File: src/rtl/cc_pkg.sv
// Shared constants and types for the cache-fill read path: AXI encodings,
// line geometry and the responder FSM state type.
package cc_pkg;
  localparam int BEATS_PER_LINE = 8;
  localparam int WORD_W         = 64;
  localparam int LINE_W         = BEATS_PER_LINE * WORD_W;
  localparam int PTR_W          = $clog2(BEATS_PER_LINE);

  localparam logic [1:0] AXI_BURST_WRAP  = 2'b10;
  localparam logic [2:0] AXI_SIZE_8B     = 3'b011;
  localparam logic [3:0] AXI_LEN_LINE    = 4'(BEATS_PER_LINE - 1);
  localparam logic [1:0] AXI_RESP_OKAY   = 2'b00;
  localparam logic [1:0] AXI_RESP_SLVERR = 2'b10;

  typedef enum logic [1:0] {ST_IDLE, ST_WAIT, ST_FETCH, ST_BURST} resp_state_t;

  typedef struct packed {
    logic [PTR_W-1:0] start;
    logic [3:0]       len;
    logic             err;
  } ar_req_t;

  // Anything other than a full-line 8-byte WRAP burst is answered with SLVERR.
  function automatic logic ar_illegal(logic [3:0] len, logic [2:0] size, logic [1:0] burst);
    return (len != AXI_LEN_LINE) || (size != AXI_SIZE_8B) || (burst != AXI_BURST_WRAP);
  endfunction
endpackage

File: src/rtl/mem_read_responder_if.sv
// AXI AR + R channel bundle between the cache fill path (master) and the
// memory-side read responder (slave).
interface mem_read_responder_if
  import cc_pkg::*;
#(parameter int ID_W = 4) ();
  logic [ID_W-1:0]   arid_i;
  logic [31:0]       araddr_i;
  logic [3:0]        arlen_i;
  logic [2:0]        arsize_i;
  logic [1:0]        arburst_i;
  logic              arvalid_i;
  logic              arready_o;
  logic [ID_W-1:0]   rid_o;
  logic [WORD_W-1:0] rdata_o;
  logic [1:0]        rresp_o;
  logic              rlast_o;
  logic              rvalid_o;
  logic              rready_i;

  modport master (
    output arid_i, araddr_i, arlen_i, arsize_i, arburst_i, arvalid_i, rready_i,
    input  arready_o, rid_o, rdata_o, rresp_o, rlast_o, rvalid_o
  );
  modport slave (
    input  arid_i, araddr_i, arlen_i, arsize_i, arburst_i, arvalid_i, rready_i,
    output arready_o, rid_o, rdata_o, rresp_o, rlast_o, rvalid_o
  );
endinterface

File: src/rtl/mem_line_serializer.sv
// Holds one cache line and walks it out word by word from a start word,
// wrapping at the line boundary; flags the final beat of the burst.
module mem_line_serializer
  import cc_pkg::*;
(
  input  logic                                   clk,
  input  logic                                   rst,
  input  logic                                   load,
  input  logic [BEATS_PER_LINE-1:0][WORD_W-1:0]  line,
  input  logic [PTR_W-1:0]                       start,
  input  logic [3:0]                             len,
  input  logic                                   advance,
  output logic [WORD_W-1:0]                      word,
  output logic                                   last
);
  logic [BEATS_PER_LINE-1:0][WORD_W-1:0] line_q;
  logic [PTR_W-1:0]                      ptr_q;
  logic [3:0]                            cnt_q;
  logic [3:0]                            len_q;

  // ptr wraps naturally at 3 bits; cnt tracks beats so bursts longer than
  // a line (error case) still terminate on len.
  always_ff @(posedge clk or posedge rst) begin
    if (rst) begin
      line_q <= '0;
      ptr_q  <= '0;
      cnt_q  <= '0;
      len_q  <= '0;
    end else if (load) begin
      line_q <= line;
      ptr_q  <= start;
      cnt_q  <= '0;
      len_q  <= len;
    end else if (advance) begin
      ptr_q  <= ptr_q + PTR_W'(1);
      cnt_q  <= cnt_q + 4'd1;
    end
  end

  assign word = line_q[ptr_q];
  assign last = (cnt_q == len_q);
endmodule

File: src/rtl/mem_read_responder.sv
// Memory-side AXI read responder: accepts one AR, waits LATENCY cycles,
// fetches the line and returns it as a critical-word-first WRAP burst.
module mem_read_responder
  import cc_pkg::*;
#(
  parameter int LATENCY = 4,
  parameter int ID_W    = 4
) (
  input  logic              clk,
  input  logic              rst,
  mem_read_responder_if.slave axi,
  output logic              line_req_o,
  output logic [25:0]       line_addr_o,
  input  logic [LINE_W-1:0] line_rdata_i,
  input  logic              line_rvalid_i
);
  localparam int LAT_W = (LATENCY > 0) ? $clog2(LATENCY + 1) : 1;

  resp_state_t       state_q, state_d;
  ar_req_t           req_q;
  logic [ID_W-1:0]   id_q;
  logic [LAT_W-1:0]  lat_q;
  logic              ar_hs, ar_err, r_hs, line_hs, lat_done;
  logic              ld, adv, last;
  logic [WORD_W-1:0] word;
  logic              unused_addr;

  assign unused_addr = ^axi.araddr_i[2:0];

  assign ar_err   = ar_illegal(axi.arlen_i, axi.arsize_i, axi.arburst_i);
  assign ar_hs    = (state_q == ST_IDLE) && axi.arvalid_i;
  assign r_hs     = axi.rvalid_o && axi.rready_i;
  // Data can only be legal from the cycle after the request pulse.
  assign line_hs  = (state_q == ST_FETCH) && line_rvalid_i && !line_req_o;
  assign lat_done = (lat_q <= LAT_W'(1));

  always_comb begin
    state_d = state_q;
    case (state_q)
      ST_IDLE:  if (ar_hs) state_d = (LATENCY == 0 && !ar_err) ? ST_FETCH : ST_WAIT;
      ST_WAIT:  if (lat_done) state_d = req_q.err ? ST_BURST : ST_FETCH;
      ST_FETCH: if (line_hs) state_d = ST_BURST;
      ST_BURST: if (r_hs && last) state_d = ST_IDLE;
      default:  state_d = ST_IDLE;
    endcase
  end

  always_ff @(posedge clk or posedge rst) begin
    if (rst) begin
      state_q     <= ST_IDLE;
      req_q       <= '0;
      id_q        <= '0;
      lat_q       <= '0;
      line_req_o  <= 1'b0;
      line_addr_o <= '0;
    end else begin
      state_q    <= state_d;
      line_req_o <= (state_d == ST_FETCH) && (state_q != ST_FETCH);
      if (ar_hs) begin
        req_q       <= '{start: axi.araddr_i[5:3], len: axi.arlen_i, err: ar_err};
        id_q        <= axi.arid_i;
        lat_q       <= LAT_W'(LATENCY);
        line_addr_o <= axi.araddr_i[31:6];
      end else if (state_q == ST_WAIT && !lat_done) begin
        lat_q <= lat_q - LAT_W'(1);
      end
    end
  end

  // Error bursts skip the fetch and load an all-zero line instead.
  assign ld  = ((state_q == ST_WAIT) && lat_done && req_q.err) || line_hs;
  assign adv = (state_q == ST_BURST) && r_hs && !last;

  mem_line_serializer u_ser (
    .clk     (clk),
    .rst     (rst),
    .load    (ld),
    .line    (req_q.err ? '0 : line_rdata_i),
    .start   (req_q.start),
    .len     (req_q.len),
    .advance (adv),
    .word    (word),
    .last    (last)
  );

  assign axi.arready_o = (state_q == ST_IDLE);
  assign axi.rvalid_o  = (state_q == ST_BURST);
  assign axi.rlast_o   = axi.rvalid_o && last;
  assign axi.rdata_o   = word;
  assign axi.rid_o     = id_q;
  assign axi.rresp_o   = req_q.err ? AXI_RESP_SLVERR : AXI_RESP_OKAY;
endmodule
File: src/flat_wrapper.sv
// flat-port wrapper written by rule: the top's interface ports become plain ports
module mem_read_responder_flat import cc_pkg::*;
#(
  parameter int LATENCY = 4,
  parameter int ID_W    = 4
)
  (clk, rst, line_req_o, line_addr_o, line_rdata_i, line_rvalid_i, axi_arid_i, axi_araddr_i, axi_arlen_i, axi_arsize_i, axi_arburst_i, axi_arvalid_i, axi_rready_i, axi_arready_o, axi_rid_o, axi_rdata_o, axi_rresp_o, axi_rlast_o, axi_rvalid_o);
  mem_read_responder_if #(.ID_W(ID_W)) axi_i ();
  input  logic clk;
  input  logic rst;
  output logic line_req_o;
  output logic [25:0] line_addr_o;
  input  logic [LINE_W-1:0] line_rdata_i;
  input  logic line_rvalid_i;
  input wire logic [$bits(axi_i.arid_i)-1:0] axi_arid_i;
  input wire logic [$bits(axi_i.araddr_i)-1:0] axi_araddr_i;
  input wire logic [$bits(axi_i.arlen_i)-1:0] axi_arlen_i;
  input wire logic [$bits(axi_i.arsize_i)-1:0] axi_arsize_i;
  input wire logic [$bits(axi_i.arburst_i)-1:0] axi_arburst_i;
  input wire logic [$bits(axi_i.arvalid_i)-1:0] axi_arvalid_i;
  input wire logic [$bits(axi_i.rready_i)-1:0] axi_rready_i;
  output wire logic [$bits(axi_i.arready_o)-1:0] axi_arready_o;
  output wire logic [$bits(axi_i.rid_o)-1:0] axi_rid_o;
  output wire logic [$bits(axi_i.rdata_o)-1:0] axi_rdata_o;
  output wire logic [$bits(axi_i.rresp_o)-1:0] axi_rresp_o;
  output wire logic [$bits(axi_i.rlast_o)-1:0] axi_rlast_o;
  output wire logic [$bits(axi_i.rvalid_o)-1:0] axi_rvalid_o;
  assign axi_i.arid_i = axi_arid_i;
  assign axi_i.araddr_i = axi_araddr_i;
  assign axi_i.arlen_i = axi_arlen_i;
  assign axi_i.arsize_i = axi_arsize_i;
  assign axi_i.arburst_i = axi_arburst_i;
  assign axi_i.arvalid_i = axi_arvalid_i;
  assign axi_i.rready_i = axi_rready_i;
  assign axi_arready_o = axi_i.arready_o;
  assign axi_rid_o = axi_i.rid_o;
  assign axi_rdata_o = axi_i.rdata_o;
  assign axi_rresp_o = axi_i.rresp_o;
  assign axi_rlast_o = axi_i.rlast_o;
  assign axi_rvalid_o = axi_i.rvalid_o;
  mem_read_responder #(.LATENCY(LATENCY), .ID_W(ID_W)) u_core (.clk(clk), .rst(rst), .axi(axi_i), .line_req_o(line_req_o), .line_addr_o(line_addr_o), .line_rdata_i(line_rdata_i), .line_rvalid_i(line_rvalid_i));
endmodule
File: config.mk
export PLATFORM = sky130hd
export DESIGN_NAME = mem_read_responder_flat
export DESIGN_NICKNAME = d
export VERILOG_FILES = /design/src/rtl/cc_pkg.sv /design/src/rtl/mem_read_responder_if.sv /design/src/rtl/mem_line_serializer.sv /design/src/rtl/mem_read_responder.sv /design/src/flat_wrapper.sv
export SDC_FILE = /design/constraint.sdc
export NUM_CORES = 1
export LEC_CHECK = 0
export ABC_AREA = 1
export CORE_AREA = 2 2 256 258
export DETAILED_ROUTE_END_ITERATION = 16
export DIE_AREA = 0 0 258 260
export MAX_ROUTING_LAYER = met4
export PLACE_DENSITY = 0.73
export SLEW_MARGIN = 15
export SYNTH_ARGS = -nofsm -noshare
export SYNTH_HDL_FRONTEND = slang
export SYNTH_HIERARCHICAL = 1
export SYNTH_SLANG_ARGS = --single-unit
export TNS_END_PERCENT = 20
File: constraint.sdc
create_clock -name clk -period 25.8 [get_ports clk]
set_input_delay 5.16 -clock clk [delete_from_list [all_inputs] [get_ports clk]]
set_output_delay 5.16 -clock clk [all_outputs]
set_load 0.01 [all_outputs]
Yosys cells after proc, flatten, opt, wreduce, memory -nomap -nowiden
Cells that the tools add are included.

Register bits after elaboration: 567. Latch bits: 0. Memory bits (writable): 0. Bits in read-only memories: 0. Input bits: 562. Output and inout port bits: 100. Logic and storage cells: 70. Memories kept: 0.

$add $sub $neg: 3. Multiply operators: 0. Divide/modulo/power cells: 0. Magnitude comparators: 2. Equality and inequality tests: 9. Shifts and indexed selects: 0. Multiplexer cells: 16. Bitwise operators: 0. Reductions and logical operators: 21.

Operator list (number): $mux W512 (1); $bmux W64 S3 (1); $mux W64 (1); $logic_and A1 B1 Y1 (12); $mux W3 (4); $mux W2 (5); $mux W4 (2); $pmux W2 S4 (1); $eq A2 B2 Y1 const B (3); $add A4 B1 Y4 const B (1); $eq A4 B4 Y1 (1); $lt A3 B4 Y1 const B (1); $ne A2 B2 Y1 const B (2); $ne A4 B3 Y1 const B (1); $reduce_bool A2 Y1 (2); $add A3 B1 Y3 const B (1); $le A3 B1 Y1 const B (1); $logic_not A1 Y1 (3); $logic_or A1 B1 Y1 (3); $ne A3 B2 Y1 const B (1); $sub A3 B1 Y3 const B (1); $eq A2 B1 Y1 const B (1); $logic_not A2 Y1 (1); $mux W1 (1).

Logic depth before layout (Yosys ltp)
Depth after elaboration: 7. Gate-level depth with buffers: 12. Mapped depth without buffers: 10.

By module
Netlist, hierarchy kept.

Modules (own cells, without submodules): mem_line_serializer (times used 1, cells each 3416, area each 25391.9 µm², seq. area each 13087.6 µm²); mem_read_responder (times used 1, cells each 1299, area each 5968.2 µm², seq. area each 1101.1 µm²).

Worst setup path after synthesis
Ideal clock, no wire load.

Kind: input to register. From: input port line_rvalid_i. To: register u_core/u_ser/line_q[478] (netlist bit). Library setup time: 137 ps. Arrival: 6219 ps. Required time: 25663 ps. Setup slack: 19444 ps. Cell stages on the path: 10. Buffers on the path: 5. Cells stage by stage: nand2_1 > nor2_1 > a31o_2 > buf_4 > buf_6 > buf_6 > buf_6 > buf_6 > nand2_1 > o21ai_0.

Cells in the longest elaborated chain, start to end: 3.

RTL lines: start: declaration (line flat_wrapper.sv:14) `input logic line_rvalid_i;`; $logic_and A1 B1 Y1 (2 in a row) (line mem_read_responder.sv:34) `assign line_hs = (state_q == ST_FETCH) && line_rvalid_i && !line_req_o;`; $logic_or A1 B1 Y1 (line mem_read_responder.sv:71) `assign ld = ((state_q == ST_WAIT) && lat_done && req_q.err) || line_hs;`; net u_core.ld (line mem_read_responder.sv:24) `logic ld, adv, last;`; end signal: assignment (line mem_line_serializer.sv:30) `line_q <= line;`; end: declaration (line mem_line_serializer.sv:16) `logic [BEATS_PER_LINE-1:0][WORD_W-1:0] line_q;`.

The timed path passes the listed nets, and every way through them passes these cells. A chain may end at the register's enable or synchronous reset.

Final worst setup path
From: register u_core.u_ser.ptr_q[0]. To: output port axi_rdata_o[51].

Cells in the longest elaborated chain, start to end: 2.

RTL lines: start: declaration (line mem_line_serializer.sv:17) `logic [PTR_W-1:0] ptr_q;`; start signal: assignment (line mem_line_serializer.sv:31) `ptr_q <= start;`; start signal: assignment (line mem_line_serializer.sv:35) `ptr_q <= ptr_q + PTR_W'(1);`; $bmux W64 S3 (line mem_line_serializer.sv:40) `assign word = line_q[ptr_q];`; $mux W64 (not written as such) (line mem_line_serializer.sv:40); end: declaration (line flat_wrapper.sv:24) `output wire logic [$bits(axi_i.rdata_o)-1:0] axi_rdata_o;`.

No other way between the ends. The select of a mux whose other input is x is not followed.

==> qor.yml <==
outcome: "finished, final reports clean"
cts_buffers: 66
portBuffers: 657
nFillCells: 5881
powerDensity_nw_per_um2: 110
setup_violations: 0
syn-mean-instance-area_um2: 6.65
grt_max_degree: 263
start_kind: "flip-flop"
die_y_um: 260
power.share.clock: 0.211
finalHoldViolCount: 0
met2_usage: 0.431
synthesis.area_um2: 31400
detail-route-antenna-nets: 0
worstSkewPairLatency_ns: 0.59
htree_levels: 3
p_int_mw: 2.50
drive_gt1_frac: 0.0271
post_cts_resized: 0
cts_setup_buffers: 0
dp_slack_ns: 16.07
ys_seq_area_frac: 0.452
place_hpwl_um: 68100
synth_top_cell_by_area: "dfrtp_1"
path_class: "reg -> out"
drt_iter0_markers: 3045
fin_setup_tns_ns: 0
nNetsFinal: 5754
cpLargestDelayFamily: "buffers and inverters"
grt_overflow: 0
slew_violations: 0
gr-usage-met3: 0.0551
cp.arrival_ns: 5.20
power_frac_seq: 0.307
regArea_um2: 14200
ys_seq_elements: 567
fin_util: 0.622
yosysWarningCount: 6
cp.required_ns: 20.64
rsz0062_at_grt: "no"
path_clk_slew_ns: 0.06
end_kind: "output port"
clkSinkCount: 567
p_sw_mw: 1.89
final.setup_skew_ns: 0.0163
wl_per_cell_um: 16.4
gp_congestion: 0.907
fin_crit_sh: 0.402
vias: 29221
synth.area.top_cells: "dfrtp_1, nand2_1, inv_1"
swShare: 0.431
finalPower_mw: 4.39
met1_usage: 0.421
ios: 662
cts_tree: "yes"
max_stage_delay_ns: 0.88
crit_chain: "inv_8 > buf_4 > buf_4 > nand2_1 > nand3_1 > nand2_1 > nand2_1 > nand2_1 > clkdlybuf4s50_1"
pwr-share-comb: 0.483
drc: 0
crit_path_frequent_cell: "nand2_1"
grt.busiest_layer: "met2"
finalCriticalPeriod_ns: 10.36
path_buf_inv: 4
cap_violations: 0
antenna_found_initial: 31
fp.dieW_um: 258
routed_via_density: 4.78
hold_class: "reg -> reg"
critical_path_peak_fanout: 115
drt-pass1-iter-count: 5
cts_hold_buf: 0
ys_types: 30
leakagePower_nw: 21.2
synth_top_area_frac: 0.452
syn2layout_area_growth_pct: 27.2
cts_buffer_depth: 3
initial_utilization: 0.489
grt_pass1_vias: 27029
routed_wirelength_um: 100000
die_area_um2: 67100
layout_setup_ws_ns: 15.44
vdd_ir_drop_max_uv: 70.0
fmax_mhz: 96.5
row_count: 93
multi_input_area_um2: 11700
slowest_stage: "buf_4"
worstMarginPinSlew_ns: 1.13
coreArea_um2: 64100
root_buffer: "clkbuf_16"
slew_headroom: 0.246
grtUsageTotal: 0.303
synthCells: 4715
grt_pass1_wl_um: 153000
synth_nets: 5280
-- worst paths after layout --
kind                       slack [ns]                      end             startpoint  cells past startpoint
setup reg to reg                20.85  u_core/u_ser/line_q[35]        u_core/req_q[0]                      5
setup / recovery                15.44          axi_rdata_o[51]  u_core/u_ser/ptr_q[0]                      9
hold reg to reg                  0.48    u_core/u_ser/len_q[0]        u_core/req_q[1]                      2
min in group asynchronous        5.02      u_core/axi.rid_o[3]                    rst                      2
max in group asynchronous       18.40  u_core/u_ser/line_q[90]                    rst                      4
hold / removal                   0.48    u_core/u_ser/len_q[0]        u_core/req_q[1]                      2
-- per-layer routing --
layer,share of wire,vias up
li1,-,14702
met1,0.45,13313
met2,0.44,1018
met3,0.073,188
met4,0.039,0
met5,0,-
-- cells in the mapped netlist --
cell and number:
nor2_1 525, buf_6 41, nand3_1 264, o21ai_0 353, nand2_2 1, buf_2 135
a22o_1 1, nor3_1 3, o22ai_1 2, nor2_2 1, dfrtp_1 567, inv_2 4
a21oi_2 1, xnor2_1 3, a31o_2 1, clkbuf_1 74, inv_1 1044, a21oi_1 2
nand2_4 1, nor2_4 1, or2_2 1, a22oi_1 1, ha_1 3, buf_1 17
nand2_1 1488, o21ai_1 166, o211ai_1 1, buf_4 12, conb_1 1, inv_4 1
-- area by class of cell --
cell class | instances | share of cell area
Clock buffer | 97 | 0.0489
Clock inverter | 15 | 0.00401
Sequential cell | 567 | 0.356
Multi-Input combinational cell | 2820 | 0.293
Antenna cell | 31 | 0.00194
Inverter | 1049 | 0.0992
Tap cell | 855 | 0.0268
Timing Repair Buffer | 685 | 0.171
-- cells by family after synthesis --
| kind of cell | Yosys count | synth area share |
|---|---|---|
| buffers and inverters | 1328 | 0.176 |
| DFF | 567 | 0.452 |
| other | 1 | 0.000120 |
| AOI/OAI and AO/OA | 528 | 0.0849 |
| xor gates and xnor gates | 3 | 0.000838 |
| and+or+nand+nor | 2285 | 0.285 |
| adders and majority gates | 3 | 0.00120 |
-- placed cells by master (no fill, tap or decap), drive strengths merged --
cell type,netlist,routed
nand2,1490,1490
inv,1049,1051
clkdlybuf4s50,0,657
dfrtp,567,567
nor2,527,527
o21ai,519,519
nand3,264,264
clkbuf,74,97
diode,0,31
buf,205,28
clkinv,0,9
bufinv,0,3
nor3,3,3
ha,3,3
xnor2,3,3
a21oi,3,3
o22ai,2,2
clkinvlp,0,1
a31o,1,1
conb,1,1
or2,1,1
a22oi,1,1
a22o,1,1
o211ai,1,1
-- sequential cells by signal, summed over array words and instances, names as in the netlist --
signal and flops:
u_core/u_ser/line_q 512, u_core/line_addr_o 26, u_core/req_q 8, u_core/axi.rid_o 4
u_core/u_ser/cnt_q 4, u_core/u_ser/len_q 4, u_core/lat_q 3, u_core/u_ser/ptr_q 3
u_core/state_q 2, u_core/line_req_o 1
-- metrics by stage --
stage,area [um2],hold slack [ns],instances
floorplan,31400,0.449,4715
detailed placement,37700,0.464,5976
CTS,39800,0.478,6088
global route,39900,0.502,6119
global placement,37700,0.462,5976
finish,39900,0.476,6119
-- worst min-delay path: stages, from the launching register on --
cell and delay (ns):
dfrtp_1 0.34, nand2_1 0.05, nand2_1 0.05
-- power by group through the flow --
stage               combinational, mW  clock, mW  sequential, mW
finish                           2.12      0.924            1.35
global route                     2.37      0.976            1.38
CTS                              2.11      0.938            1.34
detailed placement               2.10          0            1.36
global placement                 2.06          0            1.35
floorplan                        1.42          0            1.31
Power figures use the tool's default switching activity.
